File: config.mk
export PLATFORM = sky130hd
export DESIGN_NAME = seven_segment_controller
export DESIGN_NICKNAME = d
export VERILOG_FILES = /design/src/rtl/seven_seg_pkg.sv /design/src/rtl/seven_segment_decoder.sv /design/src/rtl/seven_segment_controller.sv
export SDC_FILE = /design/constraint.sdc
export NUM_CORES = 1
export LEC_CHECK = 0
export CAP_MARGIN = 40
export CORE_ASPECT_RATIO = 0.8
export CORE_MARGIN = 2
export CORE_UTILIZATION = 46
export CTS_CLUSTER_SIZE = 24
export DETAILED_ROUTE_END_ITERATION = 6
export GPL_TIMING_DRIVEN = 0
export PLACE_DENSITY = 0.75
export SYNTH_ARGS = -nofsm -noshare
export SYNTH_HDL_FRONTEND = slang
export SYNTH_HIERARCHICAL = 1
export SYNTH_SLANG_ARGS = --single-unit
File: constraint.sdc
create_clock -name clk -period 7.75 [get_ports clk]
set_clock_uncertainty 0.1 [all_clocks]
set_input_delay 1.55 -clock clk [delete_from_list [all_inputs] [get_ports clk]]
set_output_delay 1.55 -clock clk [all_outputs]
set_load 0.01 [all_outputs]
File: src/rtl/seven_seg_pkg.sv
// ---------------------------------------------------------------------------
// seven_seg_pkg : segment patterns, digit codes and index type for the display
// Revision 1.0
// ---------------------------------------------------------------------------
`default_nettype none

package seven_seg_pkg;

  typedef logic [1:0] digit_idx_t;
  typedef logic [3:0] digit_code_t;

  // Active-low patterns, bit 6 = segment a ... bit 0 = segment g
  localparam logic [6:0] SEG_0     = 7'b0000001;
  localparam logic [6:0] SEG_1     = 7'b1001111;
  localparam logic [6:0] SEG_2     = 7'b0010010;
  localparam logic [6:0] SEG_3     = 7'b0000110;
  localparam logic [6:0] SEG_4     = 7'b1001100;
  localparam logic [6:0] SEG_5     = 7'b0100100;
  localparam logic [6:0] SEG_6     = 7'b0100000;
  localparam logic [6:0] SEG_7     = 7'b0001111;
  localparam logic [6:0] SEG_8     = 7'b0000000;
  localparam logic [6:0] SEG_9     = 7'b0000100;
  localparam logic [6:0] SEG_MINUS = 7'b1111110;
  localparam logic [6:0] SEG_BLANK = 7'b1111111;

  localparam digit_code_t CODE_MINUS = 4'hA;
  localparam digit_code_t CODE_BLANK = 4'hF;

endpackage

`default_nettype wire

File: src/rtl/seven_segment_decoder.sv
// ---------------------------------------------------------------------------
// seven_segment_decoder : 4-bit digit code to active-low a..g segments
// Revision 1.0
// ---------------------------------------------------------------------------
`default_nettype none

module seven_segment_decoder
  import seven_seg_pkg::*;
(
  input  digit_code_t code,
  output logic [6:0]  seg
);

  always_comb begin
    seg = SEG_BLANK;
    case (code)
      4'd0:       seg = SEG_0;
      4'd1:       seg = SEG_1;
      4'd2:       seg = SEG_2;
      4'd3:       seg = SEG_3;
      4'd4:       seg = SEG_4;
      4'd5:       seg = SEG_5;
      4'd6:       seg = SEG_6;
      4'd7:       seg = SEG_7;
      4'd8:       seg = SEG_8;
      4'd9:       seg = SEG_9;
      CODE_MINUS: seg = SEG_MINUS;
      default:    seg = SEG_BLANK;
    endcase
  end

endmodule

`default_nettype wire

File: src/rtl/seven_segment_controller.sv
// ---------------------------------------------------------------------------
// seven_segment_controller : signed 8-bit value on a 4-digit multiplexed display
// Revision 1.0
// ---------------------------------------------------------------------------
`default_nettype none

module seven_segment_controller
  import seven_seg_pkg::*;
#(
  parameter int SCAN_BITS = 18
) (
  input  logic       clk,
  input  logic       rst,
  input  logic [7:0] binary,
  output logic       anode0_en,
  output logic       anode1_en,
  output logic       anode2_en,
  output logic       anode3_en,
  output logic       a_out,
  output logic       b_out,
  output logic       c_out,
  output logic       d_out,
  output logic       e_out,
  output logic       f_out,
  output logic       g_out
);

  logic [SCAN_BITS+1:0] scan_cnt;
  logic [7:0]           bin_q;
  logic [3:0]           anode_q;
  logic [6:0]           seg_q;

  digit_idx_t  sel;
  logic [7:0]  mag;
  logic [6:0]  rem;
  logic [3:0]  hund;
  logic [3:0]  tens;
  logic [3:0]  ones;
  digit_code_t code;
  logic [3:0]  anode_d;
  logic [6:0]  seg_d;

  assign sel = scan_cnt[SCAN_BITS+1:SCAN_BITS];

  // 8-bit negate of -128 wraps to 8'h80, which read unsigned is exactly 128
  always_comb begin
    mag  = bin_q[7] ? 8'(~bin_q + 8'd1) : bin_q;
    hund = 4'd0;
    rem  = mag[6:0];
    if (mag >= 8'd100) begin
      hund = 4'd1;
      rem  = 7'(mag - 8'd100);
    end
    tens = 4'(rem / 7'd10);
    ones = 4'(rem % 7'd10);
  end

  always_comb begin
    code = CODE_BLANK;
    case (sel)
      2'd0: code = ones;
      2'd1: code = (hund == 4'd0 && tens == 4'd0) ? CODE_BLANK : tens;
      2'd2: code = (hund == 4'd0) ? CODE_BLANK : hund;
      2'd3: code = bin_q[7] ? CODE_MINUS : CODE_BLANK;
      default: code = CODE_BLANK;
    endcase
    anode_d = ~(4'b0001 << sel);
  end

  seven_segment_decoder u_decoder (
    .code (code),
    .seg  (seg_d)
  );

  // Anode and segments load together so a digit switch never shows stale segments
  always_ff @(posedge clk or negedge rst) begin
    if (!rst) begin
      scan_cnt <= '0;
      bin_q    <= 8'd0;
      anode_q  <= 4'hF;
      seg_q    <= SEG_BLANK;
    end else begin
      scan_cnt <= scan_cnt + 1'b1;
      bin_q    <= binary;
      anode_q  <= anode_d;
      seg_q    <= seg_d;
    end
  end

  assign anode0_en = anode_q[0];
  assign anode1_en = anode_q[1];
  assign anode2_en = anode_q[2];
  assign anode3_en = anode_q[3];
  assign {a_out, b_out, c_out, d_out, e_out, f_out, g_out} = seg_q;

endmodule

`default_nettype wire

==> results.sh, run 1 <==
export IMPL_p_sw_share_pct=32.70
export IMPL_critPathArrivalTime_ns=6.43
export IMPL_gr_total_overflow=0
export IMPL_grt_pass1_wl_um=8790
export IMPL_drt_wl_total_um=5077
export IMPL_async_reset_ff_share_pct=100.0
export IMPL_setup_viol=0
export IMPL_status="finished, final reports clean"
export IMPL_synth_top_area_share_pct=26.50
export IMPL_slew_headroom_pct=47.89
export IMPL_cts_sinks=39
export IMPL_synth_cells_most_frequent="28 x dfrtp_1, 28 x nand2_1, 18 x xnor2_1"
export IMPL_hold_viol_final=0
export IMPL_fp_dieH_um=71.81
export IMPL_routed_via_density=5.434
export IMPL_fin_crit_sh_pct=81.50
export IMPL_netlist_instances=274
export IMPL_synth_edf_count=0
export IMPL_final_area_sq_um=3054
export IMPL_clkLatencyLatePin_ns=0.29
export IMPL_path_max_fanout=10
export IMPL_drive_above_1_share_pct=16.56
export IMPL_dp_cells=372
export IMPL_postCtsResizedCells=0
export IMPL_use_met2_pct=25.54
export IMPL_synth_top_area_cell="dfrtp_1"
export IMPL_initial_core_util_pct=48.11
export IMPL_crit_path_frequent_cell="ha_1"
export IMPL_synth_avg_cell_area_sq_um=9.649
export IMPL_nFillCells=481
export IMPL_cp_start_kind="register"
export IMPL_power_density_nw_per_um2=230.9
export IMPL_clockBufferDepth=2
export IMPL_irDropWorstVdd_mv=0.1022
export IMPL_ys_top_cells_by_area="dfrtp_1 27%, dfstp_2 11%, xnor2_1 6.0%"
export IMPL_synthDistinctLibCells=73
export IMPL_die_width_um=88.76
export IMPL_hold_path_class="register to register"
export IMPL_holdBufCountCts=0
export IMPL_dr_pass1_iters=4
export IMPL_use_met3_pct=3.917
export IMPL_cts_tree="done"
export IMPL_clock_fmax_mhz=158.3
export IMPL_crit_path_max_incr_delay_ns=0.64
export IMPL_power_mw=0.7053
export IMPL_fin_ws_ns=1.434
export IMPL_slowest_stage="a211oi_1"
export IMPL_dpl_hpwl_um=3716
export IMPL_grt_max_degree=40
export IMPL_period_minus_slack_ns=6.316
export IMPL_yosysSeqAreaShare_pct=37.43
export IMPL_cts_root_buf="clkbuf_8"
export IMPL_antenna_left=0
export IMPL_pre_cts_ws_ns=1.502
export IMPL_yosysWarnings=6
export IMPL_cp_required_ns=7.87
export IMPL_power_leakage_nw=1.281
export IMPL_syn_area_sq_um=2644
export IMPL_grt_pass1_vias=1922
export IMPL_clk_pin_slew_worst_paths_ns=0.07
export IMPL_dr_first_iter_drc_count=93
export IMPL_die_area_sq_um=6373
export IMPL_port_buffers=20
export IMPL_maxSlewViolCount=0
export IMPL_synth_ff_type="dfrtp_1"
export IMPL_met1_usage_pct=25.87
export IMPL_critPathKind="register to register"
export IMPL_globalplace_congestion=0.8639
export IMPL_areaGrowthSynthToFinish_pct=15.52
export IMPL_worstMarginPinSlew_ns=0.7817
export IMPL_nets=321
export IMPL_endpoint_kind="register"
export IMPL_regArea_sq_um=989.7
export IMPL_wl_per_cell_um=13.36
export IMPL_vias=2065
export IMPL_remaining_drc_errors=0
export IMPL_pin_count=21
export IMPL_seq_power_share_pct=34.5
export IMPL_htree_levels=2
export IMPL_track_usage_pct=17.29
export IMPL_fin_cells=380
export IMPL_core_rowCount=24
export IMPL_internal_power_mw=0.4747
export IMPL_antenna_found_initial=0
export IMPL_switching_power_mw=0.2307
export IMPL_cts_setup_buffers=0
export IMPL_power_frac_comb_pct=40.9
export IMPL_fin_setup_tns_ns=0
export IMPL_rsz0062_at_grt="no"
export IMPL_busiest_layer="met1"
export IMPL_clockPowerShare_pct=24.5
export IMPL_multiInputGateArea_sq_um=1546
export IMPL_placed_area_sq_um=2937
export IMPL_n_antenna_cell=0
export IMPL_numCtsBuffers=5
export IMPL_syn_nets=294
export IMPL_core_region_area_sq_um=5495
export IMPL_maxCapViolCount=0
export IMPL_ys_ff_latch=39
## per-layer routing
layer  up-vias  share of wire (%)
met5         -                  0
met4         0               0.91
met3         5                4.9
met2        45                 43
met1       971                 51
li1       1044                  -
## cells by family (layout without fill, tap and decap cells)
family,count (synthesis),in the layout,synth area share [%]
compound gates,71,71,21.49
simple gates,103,103,21.44
xor+xnor,27,27,9.512
mux,3,3,1.325
flops,39,39,37.43
buf+inv,21,49,4.070
fa+ha+maj,10,10,4.733
## placed cells by master, fill, tap and decap left out, types with 3 or more instances in the layout
master / netlist / final
a211o_1: 3 / 3
clkbuf_1: 3 / 3
nand2b_1: 8 / 8
dfstp_2: 11 / 11
clkbuf_8: 0 / 6
nor2_1: 14 / 14
buf_2: 5 / 6
o22ai_1: 3 / 3
xnor2_1: 18 / 18
and3_1: 8 / 8
o21ai_0: 11 / 11
xor2_1: 7 / 7
a21oi_1: 8 / 8
dfrtp_1: 28 / 28
nand4_1: 4 / 4
nor3_1: 6 / 6
inv_1: 8 / 8
nand3_1: 11 / 11
nor2b_1: 3 / 3
o21ai_1: 6 / 6
a22o_1: 4 / 4
and4_1: 3 / 3
nand2_1: 28 / 28
and2_1: 3 / 3
ha_1: 10 / 10
clkdlybuf4s50_1: 0 / 19
## path summary, 6_finish.rpt
path	cells after the start	to	start	slack [ns]
worst min-delay path	1	anode_q[1]	scan_cnt[18]	0.35
worst max register to register	25	seg_q[3]	bin_q[7]	1.43
worst min register to register	1	anode_q[1]	scan_cnt[18]	0.35
max in group asynchronous	1	bin_q[7]	rst	5.82
worst max-delay path	25	seg_q[3]	bin_q[7]	1.43
min in group asynchronous	1	scan_cnt[12]	rst	1.24
## sequential cells by signal (all words and copies together), names as in the netlist
name      cells
bin_q         8
seg_q         7
scan_cnt     20
anode_q       4
## critical path, delay by kind of cell (launching register included)
| kind | cells | cell delay, ns |
|---|---|---|
| AO/OA/AOI/OAI | 10 | 2.54 |
| buffers and inverters | 3 | 0.92 |
| adder cells (fa/ha/maj) | 3 | 0.78 |
| XOR/XNOR | 3 | 0.74 |
| AND/OR/NAND/NOR | 5 | 0.72 |
| flip-flops | 1 | 0.32 |
| multiplexers | 1 | 0.13 |
## through the flow
step           hold WS, ns  util (%)
2_1_floorplan       0.2879         -
3_3_place_gp        0.3269     53.53
3_5_place_dp        0.3336     53.44
4_1_cts             0.3437     55.58
5_1_grt             0.3926     55.58
6_report            0.3521     55.58
## final cells by class
cell class	instances	share of cell area, %
Multi-Input combinational cell	214	50.63
Sequential cell	39	32.40
Timing Repair Buffer	20	6.391
Tap cell	78	3.195
Clock buffer	6	2.704
Buffer	13	2.540
Clock inverter	2	1.147
Inverter	8	0.9832
## power by group through the flow
stage	registers [mW]	clock network (mW)	logic, mW
floorplan	0.258	0	0.195
global route	0.246	0.187	0.319
global placement	0.247	0	0.278
finish	0.244	0.173	0.289
detailed placement	0.248	0	0.283
CTS	0.244	0.178	0.288
Note: power is estimated with default switching activity, not from simulation.
==> inputs of run 2 (changes only) <==
Settings changed: PLACE_DENSITY 0.75 to 0.78.
Clock period 7.75 ns to 5.7 ns, I/O delays scaled along.
==> results.sh, run 2 (same netlist as run 1, synthesis figures left out) <==
export IMPL_reg_largest_list="scan_cnt (20), bin_q (8), seg_q (7)"
export IMPL_power_density_nw_per_um2=299.3
export IMPL_use_met2_pct=27.03
export IMPL_dpl_hpwl_um=3929
export IMPL_seq_power_share_pct=35.6
export IMPL_worstMarginPinSlew_ns=0.8144
export IMPL_final_common_cell="nand2_1"
export IMPL_setup_viol=0
export IMPL_internal_power_mw=0.6107
export IMPL_critPathKind="register to register"
export IMPL_post_route_util_pct=56.81
export IMPL_status="finished, final reports clean"
export IMPL_final_cell_mix="28 x nand2_1, 27 x dfrtp_1, 19 x clkdlybuf4s50_1, 18 x xnor2_1, 14 x nor2_1"
export IMPL_power_leakage_nw=1.306
export IMPL_numCtsBuffers=5
export IMPL_core_region_area_sq_um=5495
export IMPL_globalplace_congestion=0.8677
export IMPL_slowest_stage="dfrtp_1"
export IMPL_cts_tree="done"
export IMPL_hold_path_class="register to register"
export IMPL_power_frac_comb_pct=45.6
export IMPL_endpoint_kind="register"
export IMPL_switching_power_mw=0.3236
export IMPL_path_max_fanout=6
export IMPL_areaGrowthSynthToFinish_pct=18.08
export IMPL_vias=2146
export IMPL_cts_sinks=39
export IMPL_clock_fmax_mhz=186.7
export IMPL_use_met3_pct=4.147
export IMPL_antenna_found_initial=0
export IMPL_grt_max_degree=40
export IMPL_die_area_sq_um=6373
export IMPL_clk_pin_slew_worst_paths_ns=0.07
export IMPL_routed_via_density=5.560
export IMPL_nFillCells=464
export IMPL_gr_total_overflow=0
export IMPL_period_minus_slack_ns=5.355
export IMPL_clkLatencyLatePin_ns=0.29
export IMPL_n_antenna_cell=0
export IMPL_regMostFlops="scan_cnt"
export IMPL_core_rowCount=24
export IMPL_r2r_start="bin_q[0]"
export IMPL_grt_pass1_wl_um=8963
export IMPL_slew_headroom_pct=45.71
export IMPL_port_buffers=20
export IMPL_largest_register_ffs=20
export IMPL_cp_start_kind="register"
export IMPL_met1_usage_pct=26.29
export IMPL_dr_first_iter_drc_count=113
export IMPL_pin_count=21
export IMPL_fin_crit_sh_pct=93.96
export IMPL_initial_core_util_pct=48.11
export IMPL_critPathBufInv=3
export IMPL_antenna_left=0
export IMPL_dr_pass1_iters=4
export IMPL_fp_dieH_um=71.81
export IMPL_die_width_um=88.76
export IMPL_track_usage_pct=17.96
export IMPL_drive_above_1_share_pct=20.13
export IMPL_p_sw_share_pct=34.63
export IMPL_nets=327
export IMPL_wl_per_cell_um=14.15
export IMPL_min_from="scan_cnt[18]"
export IMPL_irDropWorstVdd_mv=0.1319
export IMPL_maxCapViolCount=0
export IMPL_htree_levels=2
export IMPL_critPathLaunch="bin_q[0]"
export IMPL_critPathArrivalTime_ns=5.47
export IMPL_grt_pass1_vias=1961
export IMPL_remaining_drc_errors=0
export IMPL_drt_wl_total_um=5460
export IMPL_clockPowerShare_pct=18.7
export IMPL_maxSlewViolCount=0
export IMPL_busiest_layer="met2"
export IMPL_cts_root_buf="clkbuf_8"
export IMPL_dp_cells=372
export IMPL_hold_viol_final=0
export IMPL_crit_path_max_incr_delay_ns=0.44
export IMPL_cpLargestDelayFamily="compound AO/OA/AOI/OAI gates"
export IMPL_clockBufferDepth=2
export IMPL_fin_cells=386
export IMPL_cp_required_ns=5.81
[run 2: changes by cell type in the layout (fill, tap and decap cells not counted), moves of 2 or more]
cell | previous run | this run
a211oi_2 | 1 | 3
a211oi_1 | 2 | 0
xor2_2 | 0 | 2
buf_4 | 2 | 9
xor2_1 | 7 | 5
[run 2: power groups by stage]
stage | combinational [mW] | sequential [mW] | clock [mW]
2_1_floorplan | 0.265 | 0.351 | 0
3_3_place_gp | 0.378 | 0.336 | 0
3_5_place_dp | 0.387 | 0.338 | 0
4_1_cts | 0.398 | 0.333 | 0.183
5_1_grt | 0.468 | 0.336 | 0.193
6_report | 0.426 | 0.333 | 0.175
[run 2: worst paths after layout]
| kind | slack, ns | end | cells past startpoint |
|---|---|---|---|
| worst max register to register | 0.34 | seg_q[3] | 25 |
| min in group asynchronous | 0.84 | scan_cnt[5] | 1 |
| max in group asynchronous | 4.10 | bin_q[7] | 1 |
| worst max-delay path | 0.34 | seg_q[3] | 25 |
| worst min-delay path | 0.36 | anode_q[1] | 1 |
| worst min register to register | 0.36 | anode_q[1] | 1 |
[run 2: layer usage]
| layer | part of all wire, % | vias to the layer above | routed length [um] |
|---|---|---|---|
| met4 | 0.90 | 0 | 49 |
| met3 | 4.7 | 7 | 258 |
| li1 | - | 1060 | - |
| met1 | 48 | 1025 | 2625 |
| met2 | 46 | 54 | 2526 |
| met5 | 0 | - | 0 |
[run 2: worst register-to-register path: stages (launching register included)]
cell and delay (ns):
dfrtp_1 0.44, inv_1 0.09, ha_1 0.27, nand2b_1 0.22, xor2_2 0.19, inv_1 0.13
ha_1 0.16, nand3_1 0.06, and3_1 0.29, nor3b_1 0.33, o22a_1 0.28, nand2_1 0.09
o221ai_1 0.19, a32oi_1 0.17, ha_2 0.27, o21ai_0 0.11, mux2i_1 0.14, o21a_1 0.23
a311oi_4 0.38, xor2_1 0.14, a211oi_2 0.25, inv_1 0.13, ha_1 0.19, or2_1 0.22
a21oi_2 0.16, a31oi_1 0.06
[run 2: timing repair]
action / in CTS / in global routing
hold buffers: 0 / 0
resized for setup: 2 / 8
setup buffers: 1 / 6
gates cloned: 0 / 0
pin swaps: 1 / 3
endpoints found under the setup margin: 7 / 7
[run 2: cell type report]
class,instances,area (sq um),area share [%]
buffer,12,73.82,2.365
clock inverter,1,5.005,0.1603
clock buffer,7,76.32,2.445
sequential,39,991.0,31.74
inverter,8,30.03,0.9619
multi-input combinational,214,1600,51.26
timing repair buffer,27,247.7,7.936
tap,78,97.59,3.126
[run 2: per-stage QoR]
stage | cell area (sq um) | setup WS (ns) | total power, mW | hold slack, ns | TNS [ns]
2_1_floorplan | 2644 | 0.3323 | 0.6160 | 0.2879 | 0
3_3_place_gp | 2942 | -0.4776 | 0.7133 | 0.3214 | -2.078
3_5_place_dp | 2937 | -0.6598 | 0.7251 | 0.3473 | -3.330
4_1_cts | 3034 | 0.07972 | 0.9146 | 0.3569 | 0
5_1_grt | 3122 | -0.03453 | 0.9963 | 0.3795 | -0.06438
6_report | 3122 | 0.3445 | 0.9343 | 0.3644 | 0
==> inputs of run 3 (changes only) <==
Settings changed: RECOVER_POWER from default to 50, SLEW_MARGIN from default to 10.
==> results.sh, run 3 (same netlist as run 1, synthesis figures left out) <==
export IMPL_core_rowCount=24
export IMPL_areaGrowthSynthToFinish_pct=18.03
export IMPL_reg_largest_list="scan_cnt (20), bin_q (8), seg_q (7)"
export IMPL_violations="capacitance limit, slew limit"
export IMPL_nFillCells=465
export IMPL_clock_fmax_mhz=186.7
export IMPL_holdPathEnd="anode_q[1]"
export IMPL_dr_pass1_iters=4
export IMPL_hold_viol_final=0
export IMPL_post_route_util_pct=56.79
export IMPL_maxCapViolCount=1
export IMPL_power_leakage_nw=1.305
export IMPL_dpl_hpwl_um=3929
export IMPL_fp_dieH_um=71.81
export IMPL_fin_crit_sh_pct=93.98
export IMPL_cts_tree="done"
export IMPL_die_area_sq_um=6373
export IMPL_cp_required_ns=5.81
export IMPL_fin_cells=386
export IMPL_final_cell_mix="28 x nand2_1, 27 x dfrtp_1, 18 x xnor2_1, 14 x nor2_1"
export IMPL_grt_pass1_wl_um=8963
export IMPL_gr_total_overflow=0
export IMPL_remaining_drc_errors=0
export IMPL_drive_above_1_share_pct=19.81
export IMPL_pre_cts_ws_ns=-0.6598
export IMPL_routed_via_density=5.567
export IMPL_vias=2149
export IMPL_largest_register_ffs=20
export IMPL_clockBufferDepth=2
export IMPL_r2r_start="bin_q[0]"
export IMPL_hold_path_class="register to register"
export IMPL_period_minus_slack_ns=5.357
export IMPL_core_region_area_sq_um=5495
export IMPL_antenna_found_initial=0
export IMPL_clk_pin_slew_worst_paths_ns=0.07
export IMPL_antenna_left=0
export IMPL_critPathArrivalTime_ns=5.47
export IMPL_status="finished, violations left"
export IMPL_initial_core_util_pct=48.11
export IMPL_drt_wl_total_um=5461
export IMPL_grt_max_degree=40
export IMPL_dr_first_iter_drc_count=113
export IMPL_cts_sinks=39
export IMPL_holdBufCountCts=0
export IMPL_pin_count=21
export IMPL_cp_start_kind="register"
export IMPL_nets=327
export IMPL_die_width_um=88.76
export IMPL_slew_headroom_pct=-29.78
export IMPL_reg2reg_depth=25
export IMPL_globalplace_congestion=0.8677
export IMPL_worstMarginPinSlew_ns=1.947
export IMPL_power_density_nw_per_um2=299.1
export IMPL_track_usage_pct=17.96
export IMPL_slowest_stage="dfrtp_1"
export IMPL_r2r_slack_ns=0.34
export IMPL_dp_cells=372
export IMPL_crit_path_max_incr_delay_ns=0.44
export IMPL_setup_viol=0
export IMPL_maxSlewViolCount=40
export IMPL_rr_endpoint="seg_q[3]"
export IMPL_clkLatencyLatePin_ns=0.29
export IMPL_numCtsBuffers=5
export IMPL_irDropWorstVdd_mv=0.1321
export IMPL_path_max_fanout=6
export IMPL_grt_pass1_vias=1961
export IMPL_final_common_cell="nand2_1"
export IMPL_holdPathStages=1
export IMPL_cts_root_buf="clkbuf_8"
export IMPL_endpoint_kind="register"
export IMPL_fin_ws_ns=0.3432
export IMPL_critPathKind="register to register"
export IMPL_htree_levels=2
export IMPL_min_from="scan_cnt[18]"
export IMPL_wl_per_cell_um=14.15
export IMPL_n_antenna_cell=0
export IMPL_port_buffers=20
export IMPL_regMostFlops="scan_cnt"
export IMPL_fin_setup_tns_ns=0
## run 3: cell count changes in the layout (fill, tap and decap cells not counted)
cell             delta
dlygate4sd3_1       +8
clkdlybuf4s50_1     -8
and2_1              -1
buf_2               -1
clkbuf_1            +1
and2_0              +1
## run 3: critical path: cells and delay by family (launching register included)
family	cells	cell delay, ns
multiplexers	1	0.14
AND/OR/NAND/NOR	6	1.21
adder cells (fa/ha/maj)	4	0.89
flip-flops	1	0.44
AO/OA/AOI/OAI	9	1.83
buffers and inverters	3	0.34
XOR/XNOR	2	0.33
## run 3: metrics by stage
| stage | total power [mW] | area (sq um) | hold slack, ns |
|---|---|---|---|
| global placement | 0.7133 | 2942 | 0.3214 |
| global route | 0.9951 | 3120 | 0.3795 |
| CTS | 0.9146 | 3034 | 0.3569 |
| detailed placement | 0.7251 | 2937 | 0.3473 |
| finish | 0.9335 | 3120 | 0.3644 |
| floorplan | 0.6160 | 2644 | 0.2879 |
## run 3: area by class of cell
cell class              count  area, sq um  share of cell area (%)
repair buffers             27        246.5                   7.899
multi-input cells         214         1600                   51.28
clock buffers               7        76.32                   2.446
inverters                   8        30.03                  0.9623
clock inverters             1        5.005                  0.1604
flip-flops and latches     39        991.0                   31.76
well taps                  78        97.59                   3.128
plain buffers              12        73.82                   2.366
## run 3: routing by layer
layer,share of wire (%),up-vias,global-route usage [%]
met2,46,57,27.03
met3,4.9,7,4.147
met4,0.90,0,4.377
met5,0,-,0
li1,-,1058,-
met1,48,1027,26.29
## run 3: how the worst max path moves through the flow
stage	startpoint	endpoint	slack (ns)	cells past startpoint
3_3_place_gp	bin_q[7]	seg_q[3]	-0.48	25
2_1_floorplan	bin_q[7]	seg_q[3]	0.33	25
3_5_place_dp	bin_q[7]	seg_q[6]	-0.66	24
6_report	bin_q[0]	seg_q[3]	0.34	25
5_1_grt	bin_q[0]	seg_q[3]	-0.03	26
4_1_cts	bin_q[0]	seg_q[5]	0.08	22
## run 3: power breakdown
group	switching (mW)	total, mW	internal (mW)
clock	0.0897	0.175	0.0858
combinational	0.225	0.425	0.200
sequential	0.00955	0.333	0.323
## run 3: timing repair
action | 4_1_cts | 5_1_grt
gates resized for setup | 2 | 8
buffers inserted | 1 | 6
pin swaps | 1 | 3
setup endpoints to repair | 7 | 7
